`src/rtl/cnn_window_gen_pkg.sv`:
```
// Shared constants, FSM state type and sizing helper for the cnn_core sliding-window generator.
package cnn_window_gen_pkg;

  localparam int DEF_CI     = 3;
  localparam int DEF_KX     = 3;
  localparam int DEF_KY     = 3;
  localparam int DEF_I_F_BW = 8;
  localparam int DEF_IW     = 28;
  localparam int DEF_IH     = 28;

  typedef enum logic [1:0] {
    ST_IDLE = 2'd0,
    ST_FILL = 2'd1,
    ST_RUN  = 2'd2
  } win_state_t;

  function automatic int cnt_width(input int n);
    return (n > 1) ? $clog2(n) : 1;
  endfunction

endpackage

```
`src/rtl/cnn_window_gen_line_buffer.sv`:
```
// One-image-line delay: dout presents the pixel pushed DEPTH accepted pixels ago.
module cnn_window_gen_line_buffer #(
  parameter int W     = 8,
  parameter int DEPTH = 4
) (
  input  logic         clk,
  input  logic         en,
  input  logic [W-1:0] din,
  output logic [W-1:0] dout
);

  logic [W-1:0] taps_r [DEPTH];

  // Shift chain; contents are masked downstream by the row counter, so no reset is needed
  always_ff @(posedge clk) begin
    if (en) begin
      taps_r[0] <= din;
      for (int i = 1; i < DEPTH; i++) begin
        taps_r[i] <= taps_r[i-1];
      end
    end
  end

  assign dout = taps_r[DEPTH-1];

endmodule

```
`src/rtl/cnn_window_gen.sv`:
```
// Raster pixel stream to KX x KY sliding windows (stride 1, no padding) feeding cnn_core.
module cnn_window_gen
  import cnn_window_gen_pkg::*;
#(
  parameter int CI     = DEF_CI,
  parameter int KX     = DEF_KX,
  parameter int KY     = DEF_KY,
  parameter int I_F_BW = DEF_I_F_BW,
  parameter int IW     = DEF_IW,
  parameter int IH     = DEF_IH
) (
  input  logic                          clk,
  input  logic                          reset_n,
  input  logic                          i_soft_reset,
  input  logic                          i_in_valid,
  input  logic [CI*I_F_BW-1:0]          i_in_pixel,
  output logic                          o_ot_valid,
  output logic [CI*KX*KY*I_F_BW-1:0]    o_ot_fmap,
  output logic                          o_frame_done
);

  localparam int PW = CI * I_F_BW;
  localparam int FW = CI * KX * KY * I_F_BW;
  localparam int CW = cnt_width(IW);
  localparam int RW = cnt_width(IH);
  localparam logic [CW-1:0] COL_LAST      = CW'(IW - 1);
  localparam logic [CW-1:0] COL_FIRST_WIN = CW'(KX - 1);
  localparam logic [RW-1:0] ROW_LAST      = RW'(IH - 1);
  localparam logic [RW-1:0] ROW_FIRST_WIN = RW'(KY - 1);

  logic              pix_acc;
  logic [CW-1:0]     col_r, col_nxt;
  logic [RW-1:0]     row_r, row_nxt;
  logic              col_end, row_end, frame_end, win_hit;
  win_state_t        state_r, state_nxt;
  logic [KY-1:0][PW-1:0] lb_data;
  logic [PW-1:0]     win_r   [KY][KX];
  logic [PW-1:0]     win_nxt [KY][KX];
  logic [FW-1:0]     fmap_nxt;

  assign pix_acc    = i_in_valid & ~i_soft_reset;
  assign lb_data[0] = i_in_pixel;

  // lb_data[k] carries the pixel k rows above the incoming one at the same column
  for (genvar l = 0; l < KY - 1; l++) begin : g_lb
    cnn_window_gen_line_buffer #(
      .W     (PW),
      .DEPTH (IW)
    ) u_lb (
      .clk  (clk),
      .en   (pix_acc),
      .din  (lb_data[l]),
      .dout (lb_data[l+1])
    );
  end

  // Raster position advance and window qualification for the accepted pixel
  always_comb begin
    col_end   = (col_r == COL_LAST);
    row_end   = (row_r == ROW_LAST);
    frame_end = col_end & row_end;
    col_nxt   = col_r;
    row_nxt   = row_r;
    if (pix_acc) begin
      if (col_end) begin
        col_nxt = '0;
        if (row_end) begin
          row_nxt = '0;
        end else begin
          row_nxt = row_r + RW'(1);
        end
      end else begin
        col_nxt = col_r + CW'(1);
      end
    end else begin
      col_nxt = col_r;
    end
    win_hit = pix_acc & (col_r >= COL_FIRST_WIN) & (row_r >= ROW_FIRST_WIN);
  end

  // Frame-phase tracking: IDLE until first pixel, FILL while priming rows, RUN once windows can form
  always_comb begin
    state_nxt = state_r;
    case (state_r)
      ST_IDLE: begin
        if (pix_acc) begin
          state_nxt = (row_nxt >= ROW_FIRST_WIN) ? ST_RUN : ST_FILL;
        end else begin
          state_nxt = ST_IDLE;
        end
      end
      ST_FILL: begin
        if (pix_acc && (row_nxt >= ROW_FIRST_WIN)) begin
          state_nxt = ST_RUN;
        end else begin
          state_nxt = ST_FILL;
        end
      end
      ST_RUN: begin
        if (pix_acc && frame_end) begin
          state_nxt = (ROW_FIRST_WIN == '0) ? ST_RUN : ST_FILL;
        end else begin
          state_nxt = ST_RUN;
        end
      end
      default: state_nxt = ST_IDLE;
    endcase
  end

  // Shift window left; new right column is oldest line at top down to the live pixel
  always_comb begin
    for (int ky = 0; ky < KY; ky++) begin
      for (int kx = 0; kx < KX - 1; kx++) begin
        win_nxt[ky][kx] = win_r[ky][kx+1];
      end
      win_nxt[ky][KX-1] = lb_data[KY-1-ky];
    end
    fmap_nxt = '0;
    for (int c = 0; c < CI; c++) begin
      for (int ky = 0; ky < KY; ky++) begin
        for (int kx = 0; kx < KX; kx++) begin
          fmap_nxt[((c*KY + ky)*KX + kx)*I_F_BW +: I_F_BW] = win_nxt[ky][kx][c*I_F_BW +: I_F_BW];
        end
      end
    end
  end

  // Position counters, FSM state and window storage
  always_ff @(posedge clk or negedge reset_n) begin
    if (!reset_n) begin
      col_r   <= '0;
      row_r   <= '0;
      state_r <= ST_IDLE;
      for (int ky = 0; ky < KY; ky++) begin
        for (int kx = 0; kx < KX; kx++) begin
          win_r[ky][kx] <= '0;
        end
      end
    end else if (i_soft_reset) begin
      col_r   <= '0;
      row_r   <= '0;
      state_r <= ST_IDLE;
      for (int ky = 0; ky < KY; ky++) begin
        for (int kx = 0; kx < KX; kx++) begin
          win_r[ky][kx] <= '0;
        end
      end
    end else begin
      col_r   <= col_nxt;
      row_r   <= row_nxt;
      state_r <= state_nxt;
      if (pix_acc) begin
        win_r <= win_nxt;
      end
    end
  end

  // Registered outputs; fmap holds the last window between valids
  always_ff @(posedge clk or negedge reset_n) begin
    if (!reset_n) begin
      o_ot_valid   <= 1'b0;
      o_frame_done <= 1'b0;
      o_ot_fmap    <= '0;
    end else if (i_soft_reset) begin
      o_ot_valid   <= 1'b0;
      o_frame_done <= 1'b0;
      o_ot_fmap    <= '0;
    end else begin
      o_ot_valid   <= win_hit;
      o_frame_done <= win_hit & frame_end;
      if (win_hit) begin
        o_ot_fmap <= fmap_nxt;
      end
    end
  end

endmodule

```
`config.mk`:
```
export PLATFORM = sky130hd
export DESIGN_NAME = cnn_window_gen
export DESIGN_NICKNAME = d
export VERILOG_FILES = /design/src/rtl/cnn_window_gen_pkg.sv /design/src/rtl/cnn_window_gen_line_buffer.sv /design/src/rtl/cnn_window_gen.sv
export SDC_FILE = /design/constraint.sdc
export NUM_CORES = 1
export LEC_CHECK = 0
export ABC_CLOCK_PERIOD_IN_PS = 3000
export CAP_MARGIN = 20
export CORE_MARGIN = 2
export CORE_UTILIZATION = 60
export CTS_BUF_LIST = sky130_fd_sc_hd__clkbuf_8
export DETAILED_ROUTE_END_ITERATION = 8
export PLACE_DENSITY = 0.79
export SYNTH_ARGS = -nofsm -noshare
export SYNTH_HDL_FRONTEND = slang
export SYNTH_SLANG_ARGS = --single-unit
```
`constraint.sdc`:
```
create_clock -name clk -period 3 [get_ports clk]
set_input_delay 0.3 -clock clk [delete_from_list [all_inputs] [get_ports clk]]
set_output_delay 0.3 -clock clk [all_outputs]
set_load 0.005 [all_outputs]
```
==> results.sh <==
export IMPL_outcome="finished, violations left"
export IMPL_violations="hold timing"
export IMPL_nNetsFinal=3280
export IMPL_cts_repair_resized=0
export IMPL_slew_headroom_pct=21.00
export IMPL_pwr_share_seq_pct=59.9
export IMPL_fin_setup_tns_ns=0
export IMPL_die_width_um=307.5
export IMPL_synth_area_top_cells="edfxtp_1, dfrtp_1, nand2_1, mux2i_1, a21oi_1"
export IMPL_grt_use_total_pct=18.54
export IMPL_fin_cells=4650
export IMPL_grt_use_met3_pct=6.063
export IMPL_grt_pass1_wl_um=136300
export IMPL_hold_path_class="in2async"
export IMPL_multi_input_area_mm2=0.005055
export IMPL_htree_num_levels=4
export IMPL_rsz0062_at_grt="no"
export IMPL_cts_tree="done"
export IMPL_start_util_pct=60.37
export IMPL_p_int_mw=35.44
export IMPL_postSynthNetCount=2842
export IMPL_synth_top_area_share_pct=73.05
export IMPL_worst_path_max_fanout=88
export IMPL_ff2ff_setup_slack_ns=0.51
export IMPL_startpoint_type="flop"
export IMPL_core_area_mm2=0.09152
export IMPL_period_needed_ns=2.490
export IMPL_fin_skew_ns=0.04942
export IMPL_crit_chain="inv_1 -> ha_1 -> or4_4 -> o221a_4 -> buf_12 -> nand2_1 -> a21oi_1"
export IMPL_clock_latency_ns=0.89
export IMPL_p_clk_share_pct=38.2
export IMPL_wl_um=86720
export IMPL_die_y_um=307.5
export IMPL_reg2reg_to="o_ot_fmap[108]"
export IMPL_ant_nets=0
export IMPL_die_area_mm2=0.09453
export IMPL_slew_viol_final=0
export IMPL_power_density_mw_per_mm2=698.0
export IMPL_fill_cells=5114
export IMPL_fmax_mhz=401.7
export IMPL_drc=0
export IMPL_cts_buffer_depth=3
export IMPL_rr_worst_depth=7
export IMPL_register_area_mm2=0.04967
export IMPL_drt_initial_drc_count=2195
export IMPL_avgViaCountPerCell=5.330
export IMPL_numCtsBuffers=238
export IMPL_max_stage_delay_ns=0.52
export IMPL_cpMaxStageDelayCell="or4_4"
export IMPL_drive_above_1_share_pct=10.92
export IMPL_cts_sinks=1716
export IMPL_avgSynthCellArea_um2=19.66
export IMPL_wire_per_inst_um=18.65
export IMPL_ys_warn_count=0
export IMPL_top_usage_layer="met2"
export IMPL_drv_max_cap_violation_count=0
export IMPL_power_leakage_nw=23.35
export IMPL_timing_rr_start="col_r[0]"
export IMPL_num_vias=24790
export IMPL_grt_max_degree=221
export IMPL_synth_cell_types=31
export IMPL_hold_viol=1
export IMPL_fin_crit_sh_pct=82.99
export IMPL_gr_total_overflow=0
export IMPL_dp_cells=4181
export IMPL_crit_arrival_ns=3.18
export IMPL_drt_first_pass_iters=7
export IMPL_clk_pin_slew_ns=0.06
export IMPL_root_buffer="clkbuf_8"
export IMPL_use_met1_pct=25.78
export IMPL_syn_area_mm2=0.05525
export IMPL_setup_viol=0
export IMPL_cp_required_ns=3.69
export IMPL_peakVddDrop_mv=0.4971
export IMPL_critPathKind="reg2reg"
export IMPL_combPwrFrac_pct=2.0
export IMPL_io_pins=246
export IMPL_worst_pin_slew_ns=1.185
export IMPL_swShare_pct=20.88
export IMPL_yosysSeqAreaShare_pct=89.89
export IMPL_p_sw_mw=9.352
export IMPL_yosysTopAreaCell="edfxtp_1"
export IMPL_whs_ns=-0.0009556
export IMPL_met2_usage_pct=27.88
export IMPL_ys_seq_elements=1716
export IMPL_area_growth_pct=16.14
export IMPL_grt_pass1_vias=25280
export IMPL_portBuffers=245
export IMPL_dp_hpwl_um=47690
export IMPL_gpl_final_weighted_congestion=0.8254
export IMPL_netlist_instances=2810
export IMPL_rows=111
export IMPL_antenna_found_initial=2
export IMPL_cp_end_kind="flop"
export IMPL_post_route_util_pct=70.11
-- synthesized netlist by cell type, drive strengths merged --
cell type and number:
edfxtp 1344, nand2 436, dfrtp 372, a21oi 220, nor2 149, mux2i 146, clkbuf 62, buf 46
ha 4, nor2b 4, or3 3, inv 2, nand3 2, nand4 2, nor3 2, o221a 2
or4 2, xor2 2, a211oi 1, and2 1, and3 1, and4b 1, nand2b 1, nand3b 1
nor3b 1, o21ai 1, o221ai 1, xnor2 1
-- critical path, delay by kind of cell, from the launching register on --
family                     cells  cell delay (ns)
buffers and inverters          2             0.35
DFF                            1             0.42
adders and majority gates      1             0.19
AOI/OAI and AO/OA              2             0.53
and+or+nand+nor                2             0.70
-- state kept, by name, summed over array words and instances (netlist names) --
register          count
col_r                 5
fmap_nxt            144
g_lb.u_lb.taps_r   1344
o_frame_done          1
o_ot_fmap           216
o_ot_valid            1
row_r                 5
-- how the worst max path moves through the flow --
stage               start              to  slack (ns)
4_1_cts          col_r[0]  o_ot_fmap[108]        0.59
5_1_grt          col_r[0]  o_ot_fmap[108]        0.48
3_5_place_dp     col_r[0]  o_ot_fmap[115]        0.60
6_report         col_r[0]  o_ot_fmap[108]        0.51
2_1_floorplan  i_in_valid      o_ot_valid      -19.54
3_3_place_gp     col_r[0]  o_ot_fmap[116]        0.66
-- through the flow --
step	power [mW]	hold WS (ns)	setup slack [ns]	cell area [um^2]
final	44.79	-0.0009556	0.5104	64170
after global routing	46.43	0.02502	0.4798	64170
after CTS	45.33	0.0006570	0.5855	64160
after detailed placement	28.18	0.3845	0.6024	59370
after global placement	28.08	0.3739	0.6633	59370
after floorplan	28.22	0.004409	-19.54	55300
-- power groups by stage --
stage | clock network (mW) | logic, mW | registers [mW]
2_1_floorplan | 0 | 0.514 | 27.7
3_3_place_gp | 0 | 0.839 | 27.2
3_5_place_dp | 0 | 0.891 | 27.3
4_1_cts | 17.6 | 0.903 | 26.8
5_1_grt | 18.6 | 0.988 | 26.9
6_report | 17.1 | 0.889 | 26.8
-- layout by cell type, fill, tap and decap left out, drive strengths merged, types with 50 or more instances in the layout --
cell type / synthesis / final
clkinv: 0 / 99
nand2: 436 / 436
nor2: 149 / 149
clkbuf: 62 / 258
dfrtp: 372 / 372
clkdlybuf4s50: 0 / 242
mux2i: 146 / 146
a21oi: 220 / 220
buf: 46 / 50
inv: 2 / 88
edfxtp: 1344 / 1344
-- logic make-up after synthesis --
logic type | count (synthesis) | synth area share, %
adder cells (fa/ha/maj) | 4 | 0.09059
multiplexers | 146 | 2.645
AND/OR/NAND/NOR | 606 | 4.232
AO/OA/AOI/OAI | 225 | 2.104
buffers and inverters | 110 | 0.9874
XOR/XNOR | 3 | 0.04756
flip-flops | 1716 | 89.89
-- repair_timing --
| action | 4_1_cts | 5_1_grt |
|---|---|---|
| hold buffers | 13 | 0 |
| setup buffers | 0 | 0 |
| endpoints found under the hold margin | 182 | 0 |
-- cell type report --
cell class,instances,share of cell area [%]
Clock inverter,197,1.763
Timing Repair Buffer,306,5.114
Sequential cell,1716,77.40
Tap cell,1186,2.313
Antenna cell,2,0.007799
Multi-Input combinational cell,984,7.877
Inverter,2,0.01170
Clock buffer,257,5.512
-- metal layers --
| layer | part of all wire, % | vias to the layer above |
|---|---|---|
| li1 | - | 11260 |
| met1 | 43 | 12540 |
| met2 | 47 | 805 |
| met3 | 8.0 | 185 |
| met4 | 2.4 | 0 |
| met5 | 0 | - |
Note: power is estimated with default switching activity, not from simulation.
